--- src/rtl/bram_rd_arbiter.sv ---
// Round-robin arbiter sharing one BRAM read port among NUM_REQ requesters, with loader writes passed through.
// Define BRAM_ARB_STATS_EN to build the saturating grant/conflict counters; otherwise they read as zero.
module bram_rd_arbiter #(
  parameter int NUM_REQ    = 4,
  parameter int DATA_WIDTH = 16,
  parameter int DEPTH      = 1024,
  parameter int AW         = $clog2(DEPTH)
) (
  input  logic                    clk,
  input  logic                    rst_n,
  input  logic                    arb_en,
  input  logic [NUM_REQ-1:0]      req_valid,
  input  logic [NUM_REQ*AW-1:0]   req_addr,
  output logic [NUM_REQ-1:0]      req_ready,
  output logic [NUM_REQ-1:0]      rsp_valid,
  output logic [DATA_WIDTH-1:0]   rsp_data,
  input  logic                    wr_valid,
  input  logic [AW-1:0]           wr_addr,
  input  logic [DATA_WIDTH-1:0]   wr_data,
  output logic                    bram_rden,
  output logic [AW-1:0]           bram_rdaddr,
  input  logic [DATA_WIDTH-1:0]   bram_q,
  output logic                    bram_wren,
  output logic [AW-1:0]           bram_wraddr,
  output logic [DATA_WIDTH-1:0]   bram_wdata,
  output logic [NUM_REQ*32-1:0]   grant_cnt,
  output logic [31:0]             conflict_cnt
);

  localparam int IW = (NUM_REQ > 1) ? $clog2(NUM_REQ) : 1;
  localparam logic [IW-1:0] LAST_RST = IW'(NUM_REQ - 1);

  logic [IW-1:0]      last_q;
  logic [NUM_REQ-1:0] rsp_owner_q;
  logic [AW-1:0]      rdaddr_q;
  logic [AW-1:0]      addr_arr [NUM_REQ];
  logic               found;
  logic [IW-1:0]      winner;
  logic [AW-1:0]      win_addr;
  logic [NUM_REQ-1:0] win_oh;
  logic               collide;
  logic               grant;

  for (genvar i = 0; i < NUM_REQ; i++) begin : g_addr
    assign addr_arr[i] = req_addr[i*AW +: AW];
  end

  // Scan upward from the requester after the last winner, wrapping; returns {found, index}.
  function automatic logic [IW:0] pick_winner(input logic [NUM_REQ-1:0] valid,
                                               input logic [IW-1:0]      last);
    logic [IW:0] res;
    int          idx;
    res = '0;
    for (int k = 1; k <= NUM_REQ; k++) begin
      idx = (int'(last) + k) % NUM_REQ;
      if (!res[IW] && valid[idx]) res = {1'b1, idx[IW-1:0]};
    end
    return res;
  endfunction

  assign {found, winner} = pick_winner(req_valid, last_q);
  assign win_addr = addr_arr[winner];
  assign win_oh   = NUM_REQ'(1) << winner;

  // A same-cycle write to the winner's address defers the read so it returns the new data.
  assign collide = wr_valid && (wr_addr == win_addr);
  assign grant   = rst_n && arb_en && found && !collide;

  assign req_ready   = grant ? win_oh : '0;
  assign bram_rden   = grant;
  assign bram_rdaddr = grant ? win_addr : rdaddr_q;

  assign rsp_valid = rsp_owner_q;
  assign rsp_data  = bram_q;

  assign bram_wren   = wr_valid;
  assign bram_wraddr = wr_addr;
  assign bram_wdata  = wr_data;

  always_ff @(posedge clk or negedge rst_n) begin
    if (!rst_n) begin
      last_q      <= LAST_RST;
      rsp_owner_q <= '0;
      rdaddr_q    <= '0;
    end else if (grant) begin
      last_q      <= winner;
      rsp_owner_q <= win_oh;
      rdaddr_q    <= win_addr;
    end else begin
      rsp_owner_q <= '0;
    end
  end

`ifdef BRAM_ARB_STATS_EN
  logic [31:0] grant_cnt_q [NUM_REQ];
  logic [31:0] conflict_cnt_q;
  logic        stall;

  assign stall = arb_en && found && collide;

  // Counters stick at all-ones rather than wrapping.
  always_ff @(posedge clk or negedge rst_n) begin
    if (!rst_n) begin
      for (int i = 0; i < NUM_REQ; i++) grant_cnt_q[i] <= '0;
      conflict_cnt_q <= '0;
    end else begin
      for (int i = 0; i < NUM_REQ; i++) begin
        if (req_ready[i] && (grant_cnt_q[i] != '1)) grant_cnt_q[i] <= grant_cnt_q[i] + 32'd1;
      end
      if (stall && (conflict_cnt_q != '1)) conflict_cnt_q <= conflict_cnt_q + 32'd1;
    end
  end

  for (genvar i = 0; i < NUM_REQ; i++) begin : g_cnt
    assign grant_cnt[i*32 +: 32] = grant_cnt_q[i];
  end
  assign conflict_cnt = conflict_cnt_q;
`else
  assign grant_cnt    = '0;
  assign conflict_cnt = '0;
`endif

endmodule

--- config.mk ---
export PLATFORM = sky130hd
export DESIGN_NAME = bram_rd_arbiter
export DESIGN_NICKNAME = d
export VERILOG_FILES = /design/src/rtl/bram_rd_arbiter.sv
export SDC_FILE = /design/constraint.sdc
export NUM_CORES = 1
export LEC_CHECK = 0
export CAP_MARGIN = 20
export CORE_AREA = 2 2 122 124
export CTS_CLUSTER_DIAMETER = 60
export CTS_CLUSTER_SIZE = 24
export DETAILED_ROUTE_END_ITERATION = 8
export DIE_AREA = 0 0 124 126
export PLACE_DENSITY = 0.73
export SYNTH_ARGS = -nofsm -noshare
export SYNTH_HDL_FRONTEND = slang
export SYNTH_SLANG_ARGS = --single-unit
--- constraint.sdc ---
create_clock -name clk -period 10.7 [get_ports clk]
set_input_delay 2.675 -clock clk [delete_from_list [all_inputs] [get_ports clk]]
set_output_delay 2.675 -clock clk [all_outputs]
set_load 0.01 [all_outputs]
==> results of run 1 <==
==> path summary, 6_finish.rpt <==
check	startpoint	end	depth (start not counted)
max	req_valid[3]	bram_rdaddr[9]	12
min	rdaddr_q[0]$_DFF_PN0_	rdaddr_q[0]$_DFF_PN0_	1
max reg2reg	last_q[1]$_DFFE_PN1P_	rdaddr_q[9]$_DFF_PN0_	10
min reg2reg	rdaddr_q[0]$_DFF_PN0_	rdaddr_q[0]$_DFF_PN0_	1
max in group asynchronous	rst_n	last_q[1]$_DFFE_PN1P_	2
min in group asynchronous	rst_n	rdaddr_q[2]$_DFF_PN0_	2
==> where the power goes <==
group	switching (mW)	leakage [nW]	internal [mW]	total [mW]
clock	0.0291	0.0442	0.0570	0.0861
sequential	0.0119	0.193	0.0881	0.100
combinational	0.172	1.31	0.149	0.322
==> logic make-up after synthesis <==
kind of cell | share of synthesized area, %
buffers and inverters | 53.4
multiplexers | 13.5
AO/OA/AOI/OAI | 7.70
XOR/XNOR | 1.76
flip-flops | 13.5
other | 0.125
AND/OR/NAND/NOR | 10.0
==> cell type report <==
cell class / instances / area share [%]
well taps: 184 / 7.12
flip-flops and latches: 16 / 12.5
clock buffers: 4 / 2.75
inverters: 6 / 0.697
repair buffers: 91 / 27.9
multi-input cells: 284 / 49.1
==> state kept, by name, indices dropped and copies added (netlist names) <==
register   count
rdaddr_q      10
rsp_valid      4
last_q         2
==> metrics by stage <==
step / area [um^2] / utilization, % / hold slack (ns) / power, mW / instances
final: 3230 / 22.6 / 0.490 / 0.508 / 585
after global routing: 3230 / 22.6 / 0.503 / 0.549 / 585
after CTS: 3230 / 22.6 / 0.495 / 0.517 / 585
after detailed placement: 3140 / 22.0 / 0.482 / 0.426 / 581
after global placement: 3140 / 22.0 / 0.483 / 0.422 / 581
after floorplan: 3590 / - / 0.493 / 0.361 / 517
==> layer usage <==
layer	track usage (%)	vias to the layer above	wire [um]
met2	15.4	142	3910
met1	11.4	878	3040
met5	0	-	0
met3	4.71	20	982
li1	-	918	-
met4	2.12	0	118
==> worst max-delay path, delay by kind of cell <==
family	cells	cell delay, ns
AO/OA/AOI/OAI	3	1.02
buffers and inverters	4	1.41
XOR/XNOR	1	0.11
AND/OR/NAND/NOR	2	0.94
multiplexers	2	0.74
==> layout by cell type, fill, tap and decap left out, types with 2 or more instances in the layout <==
| master | Yosys | layout |
|---|---|---|
| a21oi_1 | 2 | 2 |
| a31oi_1 | 5 | 5 |
| and3_1 | 7 | 7 |
| buf_4 | 204 | 4 |
| clkbuf_16 | 0 | 3 |
| clkdlybuf4s50_1 | 0 | 87 |
| conb_1 | 1 | 160 |
| dfrtp_1 | 14 | 14 |
| dfstp_2 | 2 | 2 |
| inv_1 | 5 | 5 |
| mux2_2 | 7 | 7 |
| mux2_4 | 5 | 5 |
| mux2i_1 | 25 | 25 |
| nand2_1 | 15 | 15 |
| nand2b_1 | 2 | 2 |
| nand3_1 | 4 | 4 |
| nand3b_1 | 2 | 2 |
| nor2b_1 | 6 | 6 |
| nor3_1 | 2 | 2 |
| nor3b_1 | 3 | 3 |
| nor4_1 | 4 | 4 |
| o21ai_0 | 2 | 2 |
| o22ai_1 | 2 | 2 |
| o2bb2ai_1 | 2 | 2 |
| o32ai_1 | 2 | 2 |
| or2_1 | 2 | 2 |
| xor2_1 | 5 | 5 |
==> impl_metrics.tcl, run 1 <==
set metrics [dict create \
    slew_headroom_pct 48.2 \
    io_buffers 87 \
    synth_edf_count 0 \
    period_needed_ns 9.58 \
    n_antenna_cell 0 \
    worstPathRequired_ns 8.03 \
    rsz0062_at_grt "false" \
    tightestPinTransition_ns 0.774 \
    grt_remaining_overflow 0 \
    first_global_vias 1725 \
    vdd_ir_drop_max_v 0.0000442 \
    ctsHoldBuffers 0 \
    async_reset_ff_share_pct 100 \
    run_status "finished clean" \
    num_vias 1958 \
    yosysSeqAreaShare_pct 13.5 \
    synth_area_leader_cell "buf_4" \
    antenna_found_initial 0 \
    start_util_pct 20.9 \
    htree_num_levels 1 \
    post_drt_via_cell_ratio 3.35 \
    postRouteAntennaNets 0 \
    fin_crit_sh_pct 89.5 \
    crit_path_max_fanout 17 \
    reg2reg_slack_ns 6.99 \
    ys_ff_latch 16 \
    ys_warn_count 0 \
    drt-initial-drc-count 94 \
    cpPeakStageDelay_ns 0.58 \
    setup_viol 0 \
    ys_top_cells_by_area "buf_4, dfrtp_1, mux2i_1" \
    drv_cap 0 \
    netlist.area_leader.share_pct 51.2 \
    dr.pass1.iters 4 \
    fp.dieH_um 126 \
    insertion_delay_ns 0.25 \
    numCtsBuffers 3 \
    dp_hpwl_um 6890 \
    routedWlPerCell_um 13.8 \
    timing.final.ws_setup_ns 1.12 \
    hold_class "flip-flop to flip-flop" \
    synthFlopType "dfrtp_1" \
    synth.distinct_cells 49 \
    syn_avg_cell_area_um2 8.36 \
    syn-cell-area_mm2 0.00299 \
    crit_top_cell "clkdlybuf4s50_1" \
    drc 0 \
    cts_tree "done" \
    pre_cts_slack_ns 1.06 \
    final.setup.tns_ns 0 \
    numClockSinks 16 \
    finalWeightedCongestion 0.719 \
    end_kind "primary output" \
    ctsResizeCount 0 \
    path_class "input port to primary output" \
    layout-drive-gt1-share_pct 6.48 \
    max_clock_freq_mhz 104 \
    start_kind "input port" \
    cts_root_buf "clkbuf_16" \
    syn_to_final_growth_pct 8.07 \
    regArea_um2 403 \
    crit_path_top_delay_cell "clkdlybuf4s50_1" \
    slew_violations 0 \
    synth_common_cells "buf_4, mux2i_1, nand2_1" \
    drt-total-wl_um 8050 \
    multi_input_area_mm2 0.00159 \
    synthCells 358 \
    num-nets-final 492 \
    cp_cell_sequence "clkdlybuf4s50_1 -> inv_2 -> o32ai_1 -> or2_1 -> buf_4 -> mux2i_1 -> xnor2_1 -> o32a_1 -> nor4_4 -> a41oi_4 -> mux2_2 -> clkdlybuf4s50_1" \
    grt_pass1_wl_um 10800 \
    finalHoldViolCount 0 \
    clockBufferDepth 2 \
    io_pins 312 \
    nFillCells 1595 \
    path_clk_slew_ns 0.05 \
    die_x_um 124 \
    rows 44 \
    postCtsSetupBuffers 0 \
    skew_ns 0.00563 \
    grt_max_degree 19 \
    gr-usage-all-layers_pct 9.56 \
    power_density_mw_per_mm2 157 \
    core_mm2 0.0143 \
    synth.most_common_cell "buf_4" \
    leakage_nw 1.54 \
    arrival_ns 6.90 \
    die_area_mm2 0.0156 \
]
(Power assumes the default switching activity.)
==> run 2: changes to the inputs <==
--- a/config.mk
+++ b/config.mk
@@ -11,6 +11,8 @@
 export CTS_CLUSTER_SIZE = 24
 export DETAILED_ROUTE_END_ITERATION = 8
 export DIE_AREA = 0 0 124 126
+export GPL_TIMING_DRIVEN = 0
+export HOLD_SLACK_MARGIN = 0.08
 export PLACE_DENSITY = 0.73
 export SYNTH_ARGS = -nofsm -noshare
 export SYNTH_HDL_FRONTEND = slang
==> constraint.sdc (replaced) <==
create_clock -name clk -period 10.7 [get_ports clk]
set_input_delay 1.07 -clock clk [delete_from_list [all_inputs] [get_ports clk]]
set_output_delay 1.07 -clock clk [all_outputs]
set_load 0.01 [all_outputs]
==> impl_metrics.tcl, run 2 (synthesis results as in run 1) <==
set metrics [dict create \
    io_pins 312 \
    antenna_found_initial 0 \
    drt-total-wl_um 9430 \
    postCtsSetupBuffers 0 \
    fin_crit_sh_pct 57.7 \
    postRouteAntennaNets 0 \
    crit_path_max_fanout 10 \
    die_x_um 124 \
    leakage_nw 2.75 \
    run_status "finished clean" \
    final_cell_mix "buf_4, conb_1, clkdlybuf4s50_1" \
    busiest_layer "met2" \
    final_core_util_pct 35.6 \
    grt_pass1_wl_um 13200 \
    num_vias 2679 \
    rsz0062_at_grt "false" \
    syn_to_final_growth_pct 70.1 \
    timing.final.ws_setup_ns 4.53 \
    fp.dieH_um 126 \
    path_class "input port to primary output" \
    hold_class "flip-flop to flip-flop" \
    numCtsBuffers 3 \
    numClockSinks 16 \
    cts_tree "done" \
    top_register "rdaddr_q" \
    dp_hpwl_um 8450 \
    setup_viol 0 \
    tightestPinTransition_ns 0.891 \
    arrival_ns 5.10 \
    dr.pass1.iters 4 \
    first_global_vias 2332 \
    start_util_pct 20.9 \
    rows 44 \
    slew_violations 0 \
    start_kind "input port" \
    core_mm2 0.0143 \
    grt_util_met1_pct 12.2 \
    layout-drive-gt1-share_pct 35.8 \
    io_buffers 119 \
    period_needed_ns 6.17 \
    stdcell_area_mm2 0.00509 \
    insertion_delay_ns 0.25 \
    final.setup.tns_ns 0 \
    post_drt_via_cell_ratio 3.25 \
    final_common_cell "buf_4" \
    pre_cts_slack_ns 4.41 \
    met2_usage_pct 20.7 \
    routedWlPerCell_um 11.4 \
    finalWeightedCongestion 0.742 \
    n_antenna_cell 0 \
    finalHoldViolCount 0 \
    place_area_mm2 0.00501 \
    grt_max_degree 18 \
    gr-usage-all-layers_pct 11.1 \
    worstPathRequired_ns 9.63 \
    htree_num_levels 1 \
    cts_root_buf "clkbuf_16" \
    num-nets-final 731 \
    drt-initial-drc-count 75 \
    die_area_mm2 0.0156 \
    slew_headroom_pct 40.4 \
    clockBufferDepth 2 \
    max_clock_freq_mhz 162 \
    largest_reg_flops 10 \
    power_density_mw_per_mm2 114 \
    power_mw 0.578 \
    nFillCells 1500 \
    drc 0 \
    ctsResizeCount 0 \
    path_clk_slew_ns 0.05 \
    skew_ns 0.00199 \
    drv_cap 0 \
    ctsHoldBuffers 0 \
    grt_remaining_overflow 0 \
    met3_usage_pct 4.44 \
    end_kind "primary output" \
    vdd_ir_drop_max_v 0.0000503 \
]
-- run 2: changes by cell type in the layout (fill, tap and decap cells not counted) --
cell             delta
clkdlybuf4s50_1    +32
buf_6               +2
clkbuf_1            +4
buf_2               +2
buf_4             +200
clkbuf_8            -1
-- run 2: power by group --
| part | total, mW | internal (mW) | switching [mW] |
|---|---|---|---|
| clock | 0.0775 | 0.0507 | 0.0268 |
| sequential | 0.0994 | 0.0881 | 0.0113 |
| combinational | 0.401 | 0.210 | 0.191 |
| total | 0.578 | 0.349 | 0.229 |
-- run 2: per-layer routing --
layer | vias up | part of all wire (%) | wire length (um)
met5 | - | 0 | 0
met4 | 0 | 0.68 | 64
met3 | 4 | 12 | 1160
met2 | 158 | 51 | 4830
met1 | 1125 | 36 | 3380
li1 | 1392 | - | -
-- run 2: final timing paths --
check                                       from                endpoint  slack, ns  depth (start not counted)
max                                 req_valid[3]          bram_rdaddr[1]       4.53                         13
min                        rdaddr_q[0]$_DFF_PN0_   rdaddr_q[0]$_DFF_PN0_       0.49                          1
max reg2reg                last_q[1]$_DFFE_PN1P_   rdaddr_q[6]$_DFF_PN0_       7.05                          9
min reg2reg                rdaddr_q[0]$_DFF_PN0_   rdaddr_q[0]$_DFF_PN0_       0.49                          1
max in group asynchronous                  rst_n   rdaddr_q[6]$_DFF_PN0_       8.83                          1
min in group asynchronous                  rst_n  rsp_valid[0]$_DFF_PN0_       1.33                          1
-- run 2: through the flow --
step	hold slack, ns	std cells
final	0.491	824
after CTS	0.496	824
after floorplan	0.493	517
after global routing	0.516	824
after global placement	0.478	820
after detailed placement	0.481	820
-- run 2: layout make-up --
cell class / count / area (um^2) / area share, %
sequential: 16 / 403 / 7.92
tap: 184 / 230 / 4.52
multi-input combinational: 284 / 1590 / 31.2
buffer: 211 / 1580 / 31.0
timing repair buffer: 119 / 1190 / 23.4
inverter: 6 / 22.5 / 0.443
clock buffer: 4 / 78.8 / 1.55
-- run 2: critical path, cell delays in order --
cell and delay [ns]:
clkdlybuf4s50_1 0.56, nor2b_1 0.15, o21ai_1 0.10, nor2_2 0.44, buf_2 0.36, mux2i_1 0.21
mux2i_1 0.11, xor2_1 0.15, nor4_1 0.54, a41oi_4 0.35, buf_6 0.25, mux2_4 0.31
clkdlybuf4s50_1 0.50
==> run 3: changes to the inputs <==
--- a/config.mk
+++ b/config.mk
@@ -13,7 +13,7 @@
 export DIE_AREA = 0 0 124 126
 export GPL_TIMING_DRIVEN = 0
 export HOLD_SLACK_MARGIN = 0.08
-export PLACE_DENSITY = 0.73
+export PLACE_DENSITY = 0.75
 export SYNTH_ARGS = -nofsm -noshare
 export SYNTH_HDL_FRONTEND = slang
 export SYNTH_SLANG_ARGS = --single-unit
==> constraint.sdc (replaced) <==
create_clock -name clk -period 5.4 [get_ports clk]
set_input_delay 0.54 -clock clk [delete_from_list [all_inputs] [get_ports clk]]
set_output_delay 0.54 -clock clk [all_outputs]
set_load 0.01 [all_outputs]
==> impl_metrics.tcl, run 3 (synthesis results as in run 1) <==
set metrics [dict create \
    run_status "finished clean" \
    htree_num_levels 1 \
    drt-initial-drc-count 99 \
    final_cell_mix "buf_4, conb_1, clkdlybuf4s50_1" \
    finalWeightedCongestion 0.732 \
    final.setup.tns_ns 0 \
    tightestPinTransition_ns 0.931 \
    seqPwrFrac_pct 16.9 \
    whs_ns 0.497 \
    arrival_ns 4.53 \
    die_area_mm2 0.0156 \
    period_needed_ns 5.07 \
    core_mm2 0.0143 \
    slew_violations 0 \
    finalHoldViolCount 0 \
    numClockSinks 16 \
    grt_max_degree 18 \
    drc 0 \
    layout-drive-gt1-share_pct 35.9 \
    first_global_vias 2445 \
    fin_crit_sh_pct 93.9 \
    grt_pass1_wl_um 13400 \
    switching_power_mw 0.469 \
    worstReg2RegStart "last_q[1]$_DFFE_PN1P_" \
    path_clk_slew_ns 0.05 \
    leakage_nw 2.76 \
    p_sw_share_pct 40.0 \
    r2r_end "rdaddr_q[2]$_DFF_PN0_" \
    numCtsBuffers 3 \
    dp_hpwl_um 8550 \
    hold_class "flip-flop to flip-flop" \
    clockBufferDepth 2 \
    drv_cap 0 \
    num_vias 2691 \
    crit_end "bram_rdaddr[2]" \
    regArea_um2 403 \
    io_buffers 119 \
    start_kind "input port" \
    ctsHoldBuffers 0 \
    clkPwrFrac_pct 14.1 \
    n_antenna_cell 0 \
    antenna_found_initial 0 \
    num-nets-final 731 \
    routedWlPerCell_um 11.7 \
    drt-total-wl_um 9640 \
    power_density_mw_per_mm2 230 \
    power.internal_mw 0.704 \
    postRouteAntennaNets 0 \
    top_register "rdaddr_q" \
    cts_root_buf "clkbuf_16" \
    insertion_delay_ns 0.25 \
    max_clock_freq_mhz 197 \
    syn_to_final_growth_pct 70.6 \
    worstPathRequired_ns 4.86 \
    vdd_ir_drop_max_v 0.000128 \
    slew_headroom_pct 37.7 \
    largest_reg_flops 10 \
    path_class "input port to primary output" \
    grt_remaining_overflow 0 \
    nFillCells 1483 \
    ctsResizeCount 0 \
    reg2reg_slack_ns 1.71 \
    die_x_um 124 \
    post_drt_via_cell_ratio 3.27 \
    cp-startpoint "req_valid[2]" \
    gr-usage-all-layers_pct 11.3 \
    dr.pass1.iters 4 \
    postCtsSetupBuffers 0 \
    rsz0062_at_grt "false" \
    crit_path_max_fanout 10 \
    skew_ns 0.00127 \
    min_from "rdaddr_q[9]$_DFF_PN0_" \
    fp.dieH_um 126 \
    multi_input_area_mm2 0.00159 \
    rows 44 \
    combPwrFrac_pct 69.0 \
    setup_viol 0 \
    final_common_cell "buf_4" \
    cts_tree "done" \
    end_kind "primary output" \
    start_util_pct 20.9 \
    reg2regPathDepth 9 \
    io_pins 312 \
]
==> run 3: cell count changes in the layout (fill, tap and decap cells not counted) <==
cell | before | now
nor2_4 | 0 | 1
clkbuf_1 | 4 | 3
nor2_2 | 1 | 0
clkbuf_8 | 0 | 1
==> run 3: layout make-up <==
class | count | area share [%]
Inverter | 6 | 0.441
Multi-Input combinational cell | 284 | 31.2
Sequential cell | 16 | 7.89
Clock buffer | 4 | 1.74
Buffer | 211 | 30.9
Tap cell | 184 | 4.51
Timing Repair Buffer | 119 | 23.3
==> run 3: worst min path at each step <==
stage | end | slack [ns] | depth (start not counted)
floorplan | rdaddr_q[0]$_DFF_PN0_ | 0.24 | 0
global placement | rdaddr_q[2]$_DFF_PN0_ | 0.48 | 1
detailed placement | rdaddr_q[8]$_DFF_PN0_ | 0.48 | 1
CTS | rdaddr_q[0]$_DFF_PN0_ | 0.50 | 1
global route | rdaddr_q[8]$_DFF_PN0_ | 0.52 | 1
finish | rdaddr_q[9]$_DFF_PN0_ | 0.50 | 1
==> run 3: power by group through the flow <==
stage                     clock [mW]  combinational (mW)  sequential, mW
after detailed placement           0               0.806           0.199
after global routing           0.177               0.881           0.205
after CTS                      0.172               0.810           0.198
after global placement             0               0.802           0.198
after floorplan                    0               0.522           0.195
final                          0.166               0.810           0.198
==> run 3: per-stage QoR <==
stage | area [um^2] | setup slack [ns] | power [mW] | utilization [%] | cells
global route | 5100 | 0.0334 | 1.26 | 35.7 | 824
CTS | 5100 | 0.0746 | 1.18 | 35.6 | 824
finish | 5100 | 0.329 | 1.17 | 35.7 | 824
detailed placement | 5010 | 0.0881 | 1.00 | 35.0 | 820
global placement | 5010 | 0.0513 | 1.00 | 35.0 | 820
floorplan | 3590 | 1.93 | 0.716 | - | 517
==> run 3: metal layers <==
layer,vias to the layer above,global-route usage [%],part of all wire (%)
li1,1390,-,-
met1,1131,12.5,35
met2,164,20.7,51
met3,6,4.76,12
met4,0,1.39,0.94
met5,-,0,0
==> run 3: critical path, cell delays in order <==
cell             delay, ns
clkdlybuf4s50_1       0.53
nor2b_1               0.15
o32ai_1               0.11
nor2_1                0.73
mux2i_1               0.35
xor2_1                0.12
nor4_1                0.56
a41oi_4               0.34
buf_6                 0.25
mux2_4                0.31
clkdlybuf4s50_1       0.52
